==> config.mk <==
export PLATFORM = sky130hd
export DESIGN_NAME = mul_sched
export DESIGN_NICKNAME = d
export VERILOG_FILES = /design/src/rtl/mul_pkg.sv /design/src/rtl/rr_arb2.sv /design/src/rtl/mul_sched.sv
export SDC_FILE = /design/constraint.sdc
export NUM_CORES = 1
export LEC_CHECK = 0
export ABC_AREA = 1
export BUFFER_PORTS_ARGS = -buffer_cell sky130_fd_sc_hd__buf_2
export CAP_MARGIN = 5
export CELL_PAD_IN_SITES_DETAIL_PLACEMENT = 2
export CELL_PAD_IN_SITES_GLOBAL_PLACEMENT = 2
export CORE_AREA = 5 5 121 123
export DETAILED_ROUTE_END_ITERATION = 10
export DIE_AREA = 0 0 126 128
export MAX_ROUTING_LAYER = met4
export PLACE_DENSITY_LB_ADDON = 0.15
export RECOVER_POWER = 25
export SLEW_MARGIN = 30
export SYNTH_ARGS = -nofsm -noshare
export SYNTH_HDL_FRONTEND = slang
export SYNTH_SLANG_ARGS = --single-unit
==> constraint.sdc <==
create_clock -name clk -period 1.8 [get_ports clk]
set_input_delay 0.18 -clock clk [delete_from_list [all_inputs] [get_ports clk]]
set_output_delay 0.18 -clock clk [all_outputs]
set_load 0.01 [all_outputs]
==> src/rtl/mul_pkg.sv <==
// Shared types for the repeated-addition multiply scheduler: default width,
// controller states and the requester id.
package mul_pkg;

  localparam int WIDTH_DEF = 16;

  typedef enum logic [2:0] {
    S_IDLE,
    S_LOAD_A,
    S_LOAD_B,
    S_ACC,
    S_DONE
  } state_t;

  typedef logic req_id_t;

  function automatic logic [1:0] id_onehot(input req_id_t id);
    return id ? 2'b10 : 2'b01;
  endfunction

endpackage

==> src/rtl/rr_arb2.sv <==
// Two-way round-robin arbiter. The grant is combinational from the requests;
// the last-served pointer moves only on the update strobe.
module rr_arb2
  import mul_pkg::*;
(
  input  logic       clk,
  input  logic       rst,
  input  logic       req0,
  input  logic       req1,
  input  logic       upd,
  input  req_id_t    upd_id,
  output logic [1:0] gnt
);

  // Holds the id served last; reset to 1 so requester 0 wins the first tie.
  req_id_t r_last;

  always_ff @(posedge clk) begin
    if (rst)      r_last <= 1'b1;
    else if (upd) r_last <= upd_id;
  end

  assign gnt[0] = req0 & (~req1 | r_last);
  assign gnt[1] = req1 & ~gnt[0];

endmodule

==> src/rtl/mul_sched.sv <==
// Arbitrates two multiply requesters and sequences an external
// repeated-addition datapath (A register, B down-counter, P accumulator).
//
// state  | meaning
// IDLE   | waiting; arbitrate and latch winner's operands
// LOAD_A | drive multiplicand onto bus, load A
// LOAD_B | drive multiplier onto bus, load B counter, clear P
// ACC    | add A into P and decrement B until B reaches zero
// DONE   | pulse done to owner, advance round-robin pointer
module mul_sched
  import mul_pkg::*;
#(
  parameter int WIDTH = WIDTH_DEF
) (
  input  logic             clk,
  input  logic             rst,
  input  logic             req0,
  input  logic             req1,
  input  logic [WIDTH-1:0] a0,
  input  logic [WIDTH-1:0] b0,
  input  logic [WIDTH-1:0] a1,
  input  logic [WIDTH-1:0] b1,
  output logic             gnt0,
  output logic             gnt1,
  output logic             done0,
  output logic             done1,
  output logic [WIDTH-1:0] result,
  output logic             busy,
  output logic             lda,
  output logic             ldb,
  output logic             ldp,
  output logic             clrp,
  output logic             decb,
  output logic [WIDTH-1:0] data_bus,
  input  logic             eqz,
  input  logic [WIDTH-1:0] p_in
);

  state_t           r_state;
  req_id_t          r_own;
  logic [WIDTH-1:0] r_a;
  logic [WIDTH-1:0] r_b;
  logic [WIDTH-1:0] r_bus;
  logic [WIDTH-1:0] r_result;
  logic [1:0]       r_gnt;
  logic [1:0]       r_done;
  logic             r_lda;
  logic             r_ldb;
  logic             r_clrp;
  logic             r_acc;

  logic [1:0]       w_arb_gnt;
  logic             w_upd;

  assign w_upd = (r_state == S_DONE);

  rr_arb2 u_arb (
    .clk    (clk),
    .rst    (rst),
    .req0   (req0),
    .req1   (req1),
    .upd    (w_upd),
    .upd_id (r_own),
    .gnt    (w_arb_gnt)
  );

  always_ff @(posedge clk) begin
    if (rst) begin
      r_state  <= S_IDLE;
      r_own    <= 1'b0;
      r_a      <= '0;
      r_b      <= '0;
      r_bus    <= '0;
      r_result <= '0;
      r_gnt    <= 2'b00;
      r_done   <= 2'b00;
      r_lda    <= 1'b0;
      r_ldb    <= 1'b0;
      r_clrp   <= 1'b0;
      r_acc    <= 1'b0;
    end else begin
      r_done <= 2'b00;
      case (r_state)
        S_IDLE: begin
          if (w_arb_gnt != 2'b00) begin
            r_own   <= w_arb_gnt[1];
            r_a     <= w_arb_gnt[1] ? a1 : a0;
            r_b     <= w_arb_gnt[1] ? b1 : b0;
            r_bus   <= w_arb_gnt[1] ? a1 : a0;
            r_gnt   <= w_arb_gnt;
            r_lda   <= 1'b1;
            r_state <= S_LOAD_A;
          end
        end
        S_LOAD_A: begin
          r_lda   <= 1'b0;
          r_ldb   <= 1'b1;
          r_clrp  <= 1'b1;
          r_bus   <= r_b;
          r_state <= S_LOAD_B;
        end
        S_LOAD_B: begin
          r_ldb   <= 1'b0;
          r_clrp  <= 1'b0;
          r_bus   <= '0;
          r_acc   <= 1'b1;
          r_state <= S_ACC;
        end
        S_ACC: begin
          // P is final on the eqz cycle, so capture it here and present it with done.
          if (eqz) begin
            r_acc    <= 1'b0;
            r_result <= p_in;
            r_done   <= id_onehot(r_own);
            r_state  <= S_DONE;
          end
        end
        S_DONE: begin
          r_gnt   <= 2'b00;
          r_state <= S_IDLE;
        end
        default: r_state <= S_IDLE;
      endcase
    end
  end

  // Accumulate strobes follow eqz in the same cycle, so they are gated rather than registered.
  assign ldp      = r_acc & ~eqz;
  assign decb     = r_acc & ~eqz;
  assign lda      = r_lda;
  assign ldb      = r_ldb;
  assign clrp     = r_clrp;
  assign data_bus = r_bus;
  assign gnt0     = r_gnt[0];
  assign gnt1     = r_gnt[1];
  assign done0    = r_done[0];
  assign done1    = r_done[1];
  assign result   = r_result;
  assign busy     = (r_state != S_IDLE);

endmodule

# Word-level counts from Yosys, hierarchy flattened
# Index checks and enable logic that the tools add are counted.
[totals] regBits=60 elab_cells=56 out_inout_bits=42 input_bits=85
[op_classes] mux=15 reduce_logical=16 bitwise_logic=8 n_eq_ne=6
[op_table] operator="$mux W16" count=3
[op_table] operator="$pmux W16 S3" count=1
[op_table] operator="$reduce_and A2 Y1" count=7
[op_table] operator="$pmux W3 S4" count=1
[op_table] operator="$reduce_bool A2 Y1" count=5
[op_table] operator="$eq A3 B2 Y1 const B" count=2
[op_table] operator="$mux W3" count=2
[op_table] operator="$pmux W1 S2" count=3
[op_table] operator="$reduce_bool A3 Y1" count=2
[op_table] operator="$mux W2" count=2
[op_table] operator="$ne A2 B2 Y1 const B" count=2
[op_table] operator="$not A1 Y1" count=4
[op_table] operator="$pmux W2 S2" count=1
[op_table] operator="$and A1 B1 Y1" count=3
[op_table] operator="$eq A3 B1 Y1 const B" count=1
[op_table] operator="$eq A3 B3 Y1 const B" count=1
[op_table] operator="$logic_not A3 Y1" count=1
[op_table] operator="$reduce_or A3 Y1" count=1
[op_table] operator="$mux W1" count=2
[op_table] operator="$or A1 B1 Y1" count=1

# Depth between registers and ports, before layout
[depth] word_depth=8 mapped_depth=9 mapped_depth_nobuf=8

# Cells and area by module
# From an unflattened synthesis, not the netlist that was laid out.
[hier_totals] cells_unflattened=500 area_unflattened_um2=3106.7
[by_module_without_submodules] mod="mul_sched" n_inst=1 area_each_um2=3046.7 seq_area_each_um2=1181.1 cells_per_inst=489
[by_module_without_submodules] mod="rr_arb2" n_inst=1 area_each_um2=60.1 seq_area_each_um2=20.0 cells_per_inst=11

# Worst setup path after synthesis
# Ideal clock, no wire load.
[synth_path] path_kind="flip-flop to flip-flop" startpoint="reg r_state[2]" endpoint="reg r_bus[10] (netlist: data_bus[10])" setup_slack_ps=502 n_path_buf=2 path_stages_with_launch=7 arrival_time_ps=1187 required_time_ps=1688 path_cell_list="dfxtp_1 buf_6 a21oi_2 clkbuf_1 nand3_1 nor2_1 nor2_1"
[synth_via] elab_chain_cells=3 elab_cells_between_ends=7 cone_classes="eq/ne: 3; mux: 1; reduce/logical: 3"
[synth_lines] element="start, declared" line_no="mul_sched.sv:39" source="state_t r_state;"
[synth_lines] element="start signal, assigned" line_no="mul_sched.sv:69" source="r_state <= S_IDLE;"
[synth_lines] element="start signal, assigned" line_no="mul_sched.sv:92" source="r_state <= S_LOAD_A;"
[synth_lines] element="start signal, assigned" line_no="mul_sched.sv:100" source="r_state <= S_LOAD_B;"
[synth_lines] element="$eq A3 B2 Y1 (tied with other cells)" line_no="mul_sched.sv:83" source="case (r_state)"
[synth_lines] element="$reduce_bool A3 Y1 (no source line) or $ne A2 B2 Y1 (tied branches)"
[synth_lines] element="$reduce_and A2 Y1 (no source line)"
[synth_lines] element="end signal, assigned" line_no="mul_sched.sv:89" source="r_bus <= w_arb_gnt[1] ? a1 : a0;"
[synth_lines] element="end signal, assigned" line_no="mul_sched.sv:99" source="r_bus <= r_b;"
[synth_lines] element="end, declared" line_no="mul_sched.sv:43" source="logic [WIDTH-1:0] r_bus;"
# Parallel ways exist; a longest one is shown, timed or not.
# A chain may end at the register's enable or synchronous reset.

# Worst setup path after layout
[layout_path] startpoint="reg r_state[0]" endpoint="reg r_bus[9] (netlist: data_bus[9])"
# The elaborated chain is that of the path after synthesis.

==> reports/results.ini <==
[pwr]
switching_share=0.317
power_density_nw_per_um2=1030
power.clock.fraction=0.398
ir_drop_uv=447
p_sw_w=0.00136
seq_power_share=0.364
combPwrFrac=0.238
power.leakage_nw=2.13
p_int_w=0.00293

[floorplan]
die_h_um=128
die_w_um=126
core-area_um2=13600
io_pins=127
start_util=0.232
design.die.area_um2=16100
rows=43

[global_route]
grt_first_pass_wirelength_mm=19.2
grt_usage=0.150
grt_pass1_vias=3933
grt_start_max_net_pins=40
antenna_found_initial=1
grt-ovfl-total=0

[layout]
fin_area_um2=4180
final_util=0.308
syn_to_final_growth_pct=32.8
nFillCells=1723
final_cells=812
mostFrequentLayoutCells=nand2_1, buf_2, nor2_1
final_common_cell=nand2_1
regArea_um2=1200
nets=711
layout-drive-gt1-share=0.222
multi_input_area_um2=1480

[detailed_routing]
drtPass1Iterations=4
vias=3477
drc=0
first_iter_violations=100
viasPerCell=4.28
ant_nets=0
wirelength_mm=11.5
avgRoutedWirePerCell_um=14.1

[placed_design]
dp_cells=795
gp_congestion=0.792
port_buffers=126
dpl.hpwl_mm=8.65
dpl-instance-area_um2=3910

[setup_path]
critPathBufInv=1
crit_path_frequent_cell=nor2_1
crit_family=simple AND/OR/NAND/NOR gates
cp_cell_sequence=inv_2 -> nand2_2 -> nor2_4 -> nand3_2 -> nand3_1 -> nor2_1 -> nor2_1
arrival_ns=1.75
cp_slowest_cell=dfxtp_1
end_kind=flop
cp_max_fo=17
cp-start-kind=flop
max_stage_delay_ns=0.35
path_class=reg -> reg
cp_data_required_time_ns=2.07

[cts]
cts_made_buffers=9
clock_latency_ns=0.33
post_cts_resized=0
cts_tree=yes
clockBufferDepth=2
ctsHoldBuffers=0
htreeDepth=3
clk_pin_slew_ns=0.06
postCtsSetupBuffers=0
cts.sinks=60
cts_root_buf=clkbuf_16

[logic_synthesis]
syn_nets=595
yosysUniqueCellTypes=20
synth_cells=510
netlist_area_um2=3140
avgSynthCellArea_um2=6.16
yosys_warnings=0
synth-seq-cells=60
ys_seq_area_frac=0.382

[sta]
fin_worst_skew_ns=0.00670
timing.fmax_mhz=673
finalMaxSlewViolations=0
tns_ns=0
tightestPinTransition_ns=0.408
hold_slack_ns=0.0995
min_period_ns=1.49
setup_viol=0
rsz0062_at_grt=no
timing.final.hold_violations=0
slew_headroom=0.727
finalCritPeriodShare=0.826

[run]
cap_violations=0

[min_path]
min_path_type=in -> reg

[outcome]
status=finished, final reports clean

==> cell usage after synthesis <==
cell type / count / share of area
nor3b_2: 1 / 0.0040
buf_4: 4 / 0.0096
dfxtp_1: 60 / 0.38
nor2_4: 1 / 0.0036
nor2_1: 99 / 0.12
nand3_2: 1 / 0.0032
a21oi_1: 41 / 0.065
inv_2: 2 / 0.0024
nand2_2: 4 / 0.0080
nor3_2: 1 / 0.0032
nand2_1: 140 / 0.17
nand4_1: 1 / 0.0020
inv_1: 71 / 0.085
nor3_1: 1 / 0.0016
nand3_1: 53 / 0.084
buf_2: 12 / 0.019
clkbuf_1: 10 / 0.012
nor3_4: 1 / 0.0052
a21oi_2: 1 / 0.0028
buf_6: 6 / 0.021
==> power groups by stage <==
stage	sequential, W	clock (W)	combinational (W)
2_1_floorplan	0.00160	0	0.000661
3_3_place_gp	0.00158	0	0.00102
3_5_place_dp	0.00159	0	0.00105
4_1_cts	0.00156	0.00176	0.00106
5_1_grt	0.00158	0.00180	0.00119
6_report	0.00156	0.00171	0.00102
==> sequential cells by signal (all words and copies together) (netlist names) <==
name and flops:
data_bus 16, r_b 16, result 16, r_state 3, r_done 2, r_gnt 2, clrp 1, lda 1
r_acc 1, r_own 1, u_arb.r_last 1
==> stage by stage <==
step	setup slack [ns]	total power [W]
finish	0.314	0.00429
global route	0.115	0.00458
CTS	0.271	0.00439
detailed placement	0.299	0.00264
global placement	0.385	0.00260
floorplan	0.502	0.00226
==> layer usage <==
metal | wire, µm | vias to the layer above | share of wire | GRT usage
met5 | 0 | - | 0 | -
met4 | 163 | 0 | 0.014 | 0.0492
met3 | 398 | 11 | 0.035 | 0.0250
met2 | 5250 | 73 | 0.46 | 0.239
met1 | 5650 | 1618 | 0.49 | 0.196
li1 | - | 1775 | - | -
==> worst paths after layout <==
| check | depth (start not counted) | start | slack (ns) | to |
|---|---|---|---|---|
| setup / recovery | 7 | r_state[0] | 0.31 | data_bus[9] |
| hold / removal | 3 | b1[6] | 0.1 | r_b[6] |
| setup reg to reg | 7 | r_state[0] | 0.31 | data_bus[9] |
| hold reg to reg | 2 | lda | 0.46 | lda |
==> cell families (layout without fill, tap and decap cells) <==
family | Yosys count | after routing | synth area share
AND/OR/NAND/NOR | 303 | 303 | 0.400
buffers and inverters | 105 | 226 | 0.149
flip-flops | 60 | 60 | 0.382
AO/OA/AOI/OAI | 42 | 42 | 0.0681
other | 0 | 1 | 0
==> worst reg2reg max path, delay by kind of cell (launching register included) <==
family	cells	cell delay, ns
buffers and inverters	1	0.14
DFF	1	0.35
and+or+nand+nor	6	0.93
==> area by class of cell <==
type,count,area share
Timing Repair Buffer,137,0.166
Multi-Input combinational cell,345,0.355
Antenna cell,1,0.000599
Sequential cell,60,0.288
Clock inverter,6,0.0156
Inverter,73,0.0656
Clock buffer,10,0.0548
Tap cell,180,0.0539
Power figures use the tool's default switching activity.
